`config.mk`:
```
export PLATFORM = sky130hd
export DESIGN_NAME = bp_table_ctrl
export DESIGN_NICKNAME = d
export VERILOG_FILES = /design/src/rtl/bp_table_ctrl.sv
export SDC_FILE = /design/constraint.sdc
export NUM_CORES = 1
export LEC_CHECK = 0
export ABC_AREA = 1
export CAP_MARGIN = 40
export CORE_AREA = 2 2 150 152
export CTS_BUF_LIST = sky130_fd_sc_hd__clkbuf_4 sky130_fd_sc_hd__clkbuf_8 sky130_fd_sc_hd__clkbuf_16
export CTS_CLUSTER_DIAMETER = 80
export CTS_CLUSTER_SIZE = 40
export DETAILED_ROUTE_END_ITERATION = 10
export DIE_AREA = 0 0 152 154
export PLACE_DENSITY_LB_ADDON = 0.2
export SYNTH_ARGS = -nofsm -noshare
export SYNTH_HDL_FRONTEND = slang
export SYNTH_SLANG_ARGS = --single-unit
```
`constraint.sdc`:
```
create_clock -name cpu_clk -period 1.95 [get_ports cpu_clk]
set_input_delay 0.2925 -clock cpu_clk [delete_from_list [all_inputs] [get_ports cpu_clk]]
set_output_delay 0.2925 -clock cpu_clk [all_outputs]
set_load 0.01 [all_outputs]
```
`src/rtl/bp_table_ctrl.sv`:
```
// bp_table_ctrl: branch predictor table sequencer (sweep init, write-port arbitration, prediction gating).
// Optional statistics counters are built when BP_CTRL_STATS_EN is defined.
module bp_table_ctrl #(
    parameter int ADDR_WIDTH = 32,
    parameter int IDX_W      = 8
) (
    input  logic                  cpu_clk,
    input  logic                  cpu_rstn,
    input  logic                  flush_req,
    input  logic                  branch_ex,
    input  logic [ADDR_WIDTH-1:0] branch_pc_ex,
    input  logic                  branch_taken_ex,
    input  logic [ADDR_WIDTH-1:0] branch_target_ex,
    input  logic                  inv_valid,
    input  logic [IDX_W-1:0]      inv_idx,
    output logic                  inv_ready,
    output logic                  tbl_wen,
    output logic [IDX_W-1:0]      tbl_waddr,
    output logic [ADDR_WIDTH-1:0] tbl_wpc,
    output logic [ADDR_WIDTH-1:0] tbl_wtarget,
    output logic                  tbl_wtaken,
    output logic                  tbl_winit,
    output logic                  predict_en,
    output logic                  flush_busy,
    output logic [15:0]           upd_cnt,
    output logic [15:0]           drop_cnt
);
    localparam logic [0:0] S_INIT = 1'b0;
    localparam logic [0:0] S_RUN  = 1'b1;

    logic [0:0]            state_q, state_d;
    logic [IDX_W-1:0]      sweep_q, sweep_d;
    logic                  hold_v_q, hold_v_d;
    logic [ADDR_WIDTH-1:0] hold_pc_q, hold_pc_d, hold_tgt_q, hold_tgt_d;
    logic                  hold_tk_q, hold_tk_d;
    logic [1:0]            starve_q, starve_d;
    logic                  predict_q, predict_d;
    logic                  wen_q, wen_d, winit_q, winit_d, wtaken_q, wtaken_d;
    logic [IDX_W-1:0]      waddr_q, waddr_d;
    logic [ADDR_WIDTH-1:0] wpc_q, wpc_d, wtarget_q, wtarget_d;
    logic                  inv_win;

    always_comb begin
        state_d    = state_q;
        sweep_d    = sweep_q;
        hold_v_d   = hold_v_q;
        hold_pc_d  = hold_pc_q;
        hold_tgt_d = hold_tgt_q;
        hold_tk_d  = hold_tk_q;
        starve_d   = starve_q;
        predict_d  = 1'b0;
        wen_d      = 1'b0;
        winit_d    = winit_q;
        wtaken_d   = wtaken_q;
        waddr_d    = waddr_q;
        wpc_d      = wpc_q;
        wtarget_d  = wtarget_q;
        inv_win    = 1'b0;
        if (flush_req) begin
            state_d  = S_INIT;
            sweep_d  = '0;
            hold_v_d = 1'b0;
            starve_d = 2'd0;
        end else if (state_q == S_INIT) begin
            wen_d     = 1'b1;
            winit_d   = 1'b1;
            waddr_d   = sweep_q;
            wpc_d     = '1;
            wtarget_d = '0;
            wtaken_d  = 1'b0;
            sweep_d   = sweep_q + 1'b1;
            state_d   = (&sweep_q) ? S_RUN : S_INIT;
        end else begin
            predict_d = 1'b1;
            // A starved invalidate overrides a live EX update; the update parks in hold.
            inv_win   = !hold_v_q && inv_valid && (starve_q == 2'd3 || !branch_ex);
            if (hold_v_q || inv_win || branch_ex) begin
                wen_d     = 1'b1;
                winit_d   = inv_win;
                waddr_d   = inv_win ? inv_idx : hold_v_q ? hold_pc_q[IDX_W+1:2] : branch_pc_ex[IDX_W+1:2];
                wpc_d     = inv_win ? '1 : hold_v_q ? hold_pc_q : branch_pc_ex;
                wtarget_d = inv_win ? '0 : hold_v_q ? hold_tgt_q : branch_target_ex;
                wtaken_d  = inv_win ? 1'b0 : hold_v_q ? hold_tk_q : branch_taken_ex;
            end
            if (hold_v_q || inv_win) begin
                hold_v_d   = branch_ex;
                hold_pc_d  = branch_ex ? branch_pc_ex : hold_pc_q;
                hold_tgt_d = branch_ex ? branch_target_ex : hold_tgt_q;
                hold_tk_d  = branch_ex ? branch_taken_ex : hold_tk_q;
            end
            starve_d = inv_win ? 2'd0 : (inv_valid && starve_q != 2'd3) ? starve_q + 2'd1 : starve_q;
        end
    end

    always_ff @(posedge cpu_clk or negedge cpu_rstn) begin
        if (!cpu_rstn) begin
            state_q    <= S_INIT;
            sweep_q    <= '0;
            hold_v_q   <= 1'b0;
            hold_pc_q  <= '0;
            hold_tgt_q <= '0;
            hold_tk_q  <= 1'b0;
            starve_q   <= 2'd0;
            predict_q  <= 1'b0;
            wen_q      <= 1'b0;
            winit_q    <= 1'b0;
            wtaken_q   <= 1'b0;
            waddr_q    <= '0;
            wpc_q      <= '0;
            wtarget_q  <= '0;
        end else begin
            state_q    <= state_d;
            sweep_q    <= sweep_d;
            hold_v_q   <= hold_v_d;
            hold_pc_q  <= hold_pc_d;
            hold_tgt_q <= hold_tgt_d;
            hold_tk_q  <= hold_tk_d;
            starve_q   <= starve_d;
            predict_q  <= predict_d;
            wen_q      <= wen_d;
            winit_q    <= winit_d;
            wtaken_q   <= wtaken_d;
            waddr_q    <= waddr_d;
            wpc_q      <= wpc_d;
            wtarget_q  <= wtarget_d;
        end
    end

    assign inv_ready   = inv_win;
    assign tbl_wen     = wen_q;
    assign tbl_winit   = winit_q;
    assign tbl_waddr   = waddr_q;
    assign tbl_wpc     = wpc_q;
    assign tbl_wtarget = wtarget_q;
    assign tbl_wtaken  = wtaken_q;
    assign predict_en  = predict_q;
    assign flush_busy  = !predict_q;

`ifdef BP_CTRL_STATS_EN
    logic [15:0] upd_q, drop_q;
    logic        upd_inc, drop_inc;

    // Hold drains count here too: every non-init write carries an EX update.
    assign upd_inc  = wen_d && !winit_d;
    assign drop_inc = branch_ex && (flush_req || state_q == S_INIT);

    always_ff @(posedge cpu_clk or negedge cpu_rstn) begin
        if (!cpu_rstn) begin
            upd_q  <= '0;
            drop_q <= '0;
        end else begin
            upd_q  <= upd_q + {15'd0, upd_inc && !(&upd_q)};
            drop_q <= drop_q + {15'd0, drop_inc && !(&drop_q)};
        end
    end

    assign upd_cnt  = upd_q;
    assign drop_cnt = drop_q;
`else
    assign upd_cnt  = '0;
    assign drop_cnt = '0;
`endif
endmodule

```
==> results.md <==
* Fin crit period at 1.829 ns
* Via/cell ratio at 4.420
* WP buf/inv at 2
* Outcome: complete, no violations
* Most common cell after layout, fill and taps aside: nand2_1
* Core area at 21690 µm²
* Worst-Skew Late Latency at 0.42 ns
* Layout Area Growth over Synthesis at 31.72%
* Leak at 0.004891 µW
* Synth cell types at 24
* Worst-margin pin slew at 0.6269 ns
* Largest net degree at the start of global routing at 67
* Fin. Hold Viols at 0
* CTS tree: yes
* Family with the most delay on the worst path: flip-flops
* PD cells at 754.5 nW/µm²
* Final Slew Violations at 0
* Worst Setup SP: starve_q[0]
* Worst r2r src: starve_q[0]
* Most frequent cells in the layout: nand2_1 (311), clkdlybuf4s50_1 (153), dfrtp_1 (152)
* FP Rows at 54
* H-tree Lvls at 4
* Peak Freq at 0.5468 GHz
* Vias in the first global route at 5874
* Net Sw Frac at 0.2450
* Drt drc at 0
* Critical path launch point type: flop
* Clk sinks at 153
* Fin area at 9933 µm²
* GRT overflow at 0
* Initial antenna violation count at 1
* Die Span Y at 154 µm
* Hold WS at 0.2993 ns
* Slew HR at 0.5820
* Clock Root Buffer: clkbuf_16
* Vias at 6175
* Crit Reg-Reg Endpoint: hold_tgt_q[27]
* Remaining antenna violation count after routing at 0
* Req. time, crit path at 1.66 ns
* Combinational fraction of design power at 0.097
* Min-Delay Path Class: input port to async pin
* Cell Area, Placed at 9304 µm²
* Syn avg cell area at 7.872 µm²
* Reg2Reg Depth at 9
* Wire per inst at 13.27 µm
* Slowest CP cell: dfrtp_1
* FF+latch count, synth at 153
* Worst setup EP type: output port
* Setup-failing EPs final at 0
* Setup_tns at 0 ns
* Placer congestion estimate at 0.8251
* Syn. warnings at 0
* Clock Skew at 0.01446 ns
* Seq pwr share at 0.439
* Final wirelength at 18540 µm
* Post-DP HPWL at 12400 µm
* Layout cells sized above 1 at 0.08513
* Clock slew at reported path FFs at 0.07 ns
* Port buffer count at 155
* Post-synthesis cell area at 7541 µm²
* Initial Util at 0.3477
* Cells after Synth at 958
* Nets@finish at 1183
* Die Width at 152 µm
* Worst-path maximum fanout at 3
* Reg2Reg Setup Slack at 0.14 ns
* Clock power share at 0.464
* Internal power at 5658 µW
* Post CTS Setup Buffer Count at 0
* Most frequent CP cell: nand2_2
* Sequential share of the synthesized area at 0.5077
* Max Root-Sink Buffers at 2
* Final setup margin at 0.1212 ns
* Total track usage at 0.1629
* Power, Total at 7494 µW
* First-pass GRT wire length at 30900 µm
* Slowest stage delay, CP at 0.40 ns
* Place WS at -0.02182 ns
* RSZ-0062 raised after global routing: no
* Data arrival time of the critical path at 1.54 ns
* CP endpoint: inv_ready
* Cell count along the critical path at 6
* Drt initial violations at 238
* I/O Pins at 188
* Full die area at 23410 µm²
* Crit share post-route at 0.9379
* Cts bufs inserted at 17
* Crit Path Class: flop to output port
* Pre-antenna DRT Iters at 4
* P_sw at 1836 µW
* Peak VDD IR at 0.5658 mV
* Worst path cell trace: ha_1, inv_1, nand2_2, nand2_2, nor2_1, clkdlybuf4s15_1
* Max Cap Viol at 0
-- Yosys cell counts (all sizes together) --
cell,n,area share
clkbuf,17,0.0085
conb,1,0.00050
nand2,316,0.16
nand3,19,0.014
nor2,90,0.046
ha,2,0.0033
buf,68,0.069
nor3,2,0.0013
a21oi,20,0.013
o21ai,161,0.12
nand4,6,0.0070
dfrtp,153,0.51
inv,102,0.051
a31oi,1,0.00083
-- timing repair --
action / CTS / global route
gates cloned: 0 / 0
hold buffers: 1 / 0
setup endpoints to repair: 1 / 1
gates resized for setup: 1 / 1
hold endpoints to repair: 25 / 0
-- worst min path at each step --
stage | endpoint | start | slack, ns | cells after the start
2_1_floorplan | hold_pc_q[0] | cpu_rstn | -0.003 | 0
3_3_place_gp | tbl_wpc[14] | cpu_rstn | 0.19 | 1
3_5_place_dp | tbl_wpc[13] | cpu_rstn | 0.19 | 1
4_1_cts | tbl_wpc[13] | cpu_rstn | 0.29 | 2
5_1_grt | tbl_wpc[14] | cpu_rstn | 0.30 | 2
6_report | tbl_wpc[13] | cpu_rstn | 0.30 | 2
-- final cells by class --
type                    instances  area (µm²)
inverters                     102       382.9
multi-input cells             649        2870
clock buffers                  18       432.9
flip-flops and latches        153        3830
repair buffers                180        1881
fillers                      2117       11760
well taps                     280       350.3
diodes                          1       2.502
clock inverters                14       183.9
-- metal layers --
| metal | track usage | vias up | part of all wire |
|---|---|---|---|
| met2 | 0.2535 | 138 | 0.46 |
| li1 | - | 3207 | - |
| met5 | 0 | - | 0 |
| met4 | 0.04094 | 0 | 0.0071 |
| met1 | 0.2256 | 2823 | 0.48 |
| met3 | 0.04510 | 7 | 0.047 |
-- state kept, by name, summed over array words and instances (netlist names) --
name         cells
hold_pc_q       32
hold_tgt_q      32
tbl_wpc         32
tbl_wtarget     32
sweep_q          8
tbl_waddr        8
starve_q         2
hold_tk_q        1
hold_v_q         1
predict_en       1
state_q          1
tbl_wen          1
tbl_winit        1
tbl_wtaken       1
-- power by group through the flow --
stage                     clock, µW  sequential (µW)  combinational [µW]
after floorplan                   0             3370                 306
after global placement            0             3350                 735
after detailed placement          0             3340                 734
after CTS                      3580             3290                 742
after global routing           3720             3290                 811
final                          3480             3290                 727
-- metrics by stage --
step | utilization | std cells
after floorplan | - | 989
after global placement | 0.4290 | 1363
after detailed placement | 0.4290 | 1363
after CTS | 0.4578 | 1396
after global routing | 0.4579 | 1396
final | 0.4580 | 1397
-- logic make-up (layout without fill, tap and decap cells) --
group,after synthesis,after routing,synth area share
compound gates,182,182,0.1334
simple gates,433,433,0.2273
buf+inv,187,314,0.1278
other cells,1,33,0.0004973
flops,153,153,0.5077
fa+ha+maj,2,2,0.003318
(Power assumes the default switching activity.)
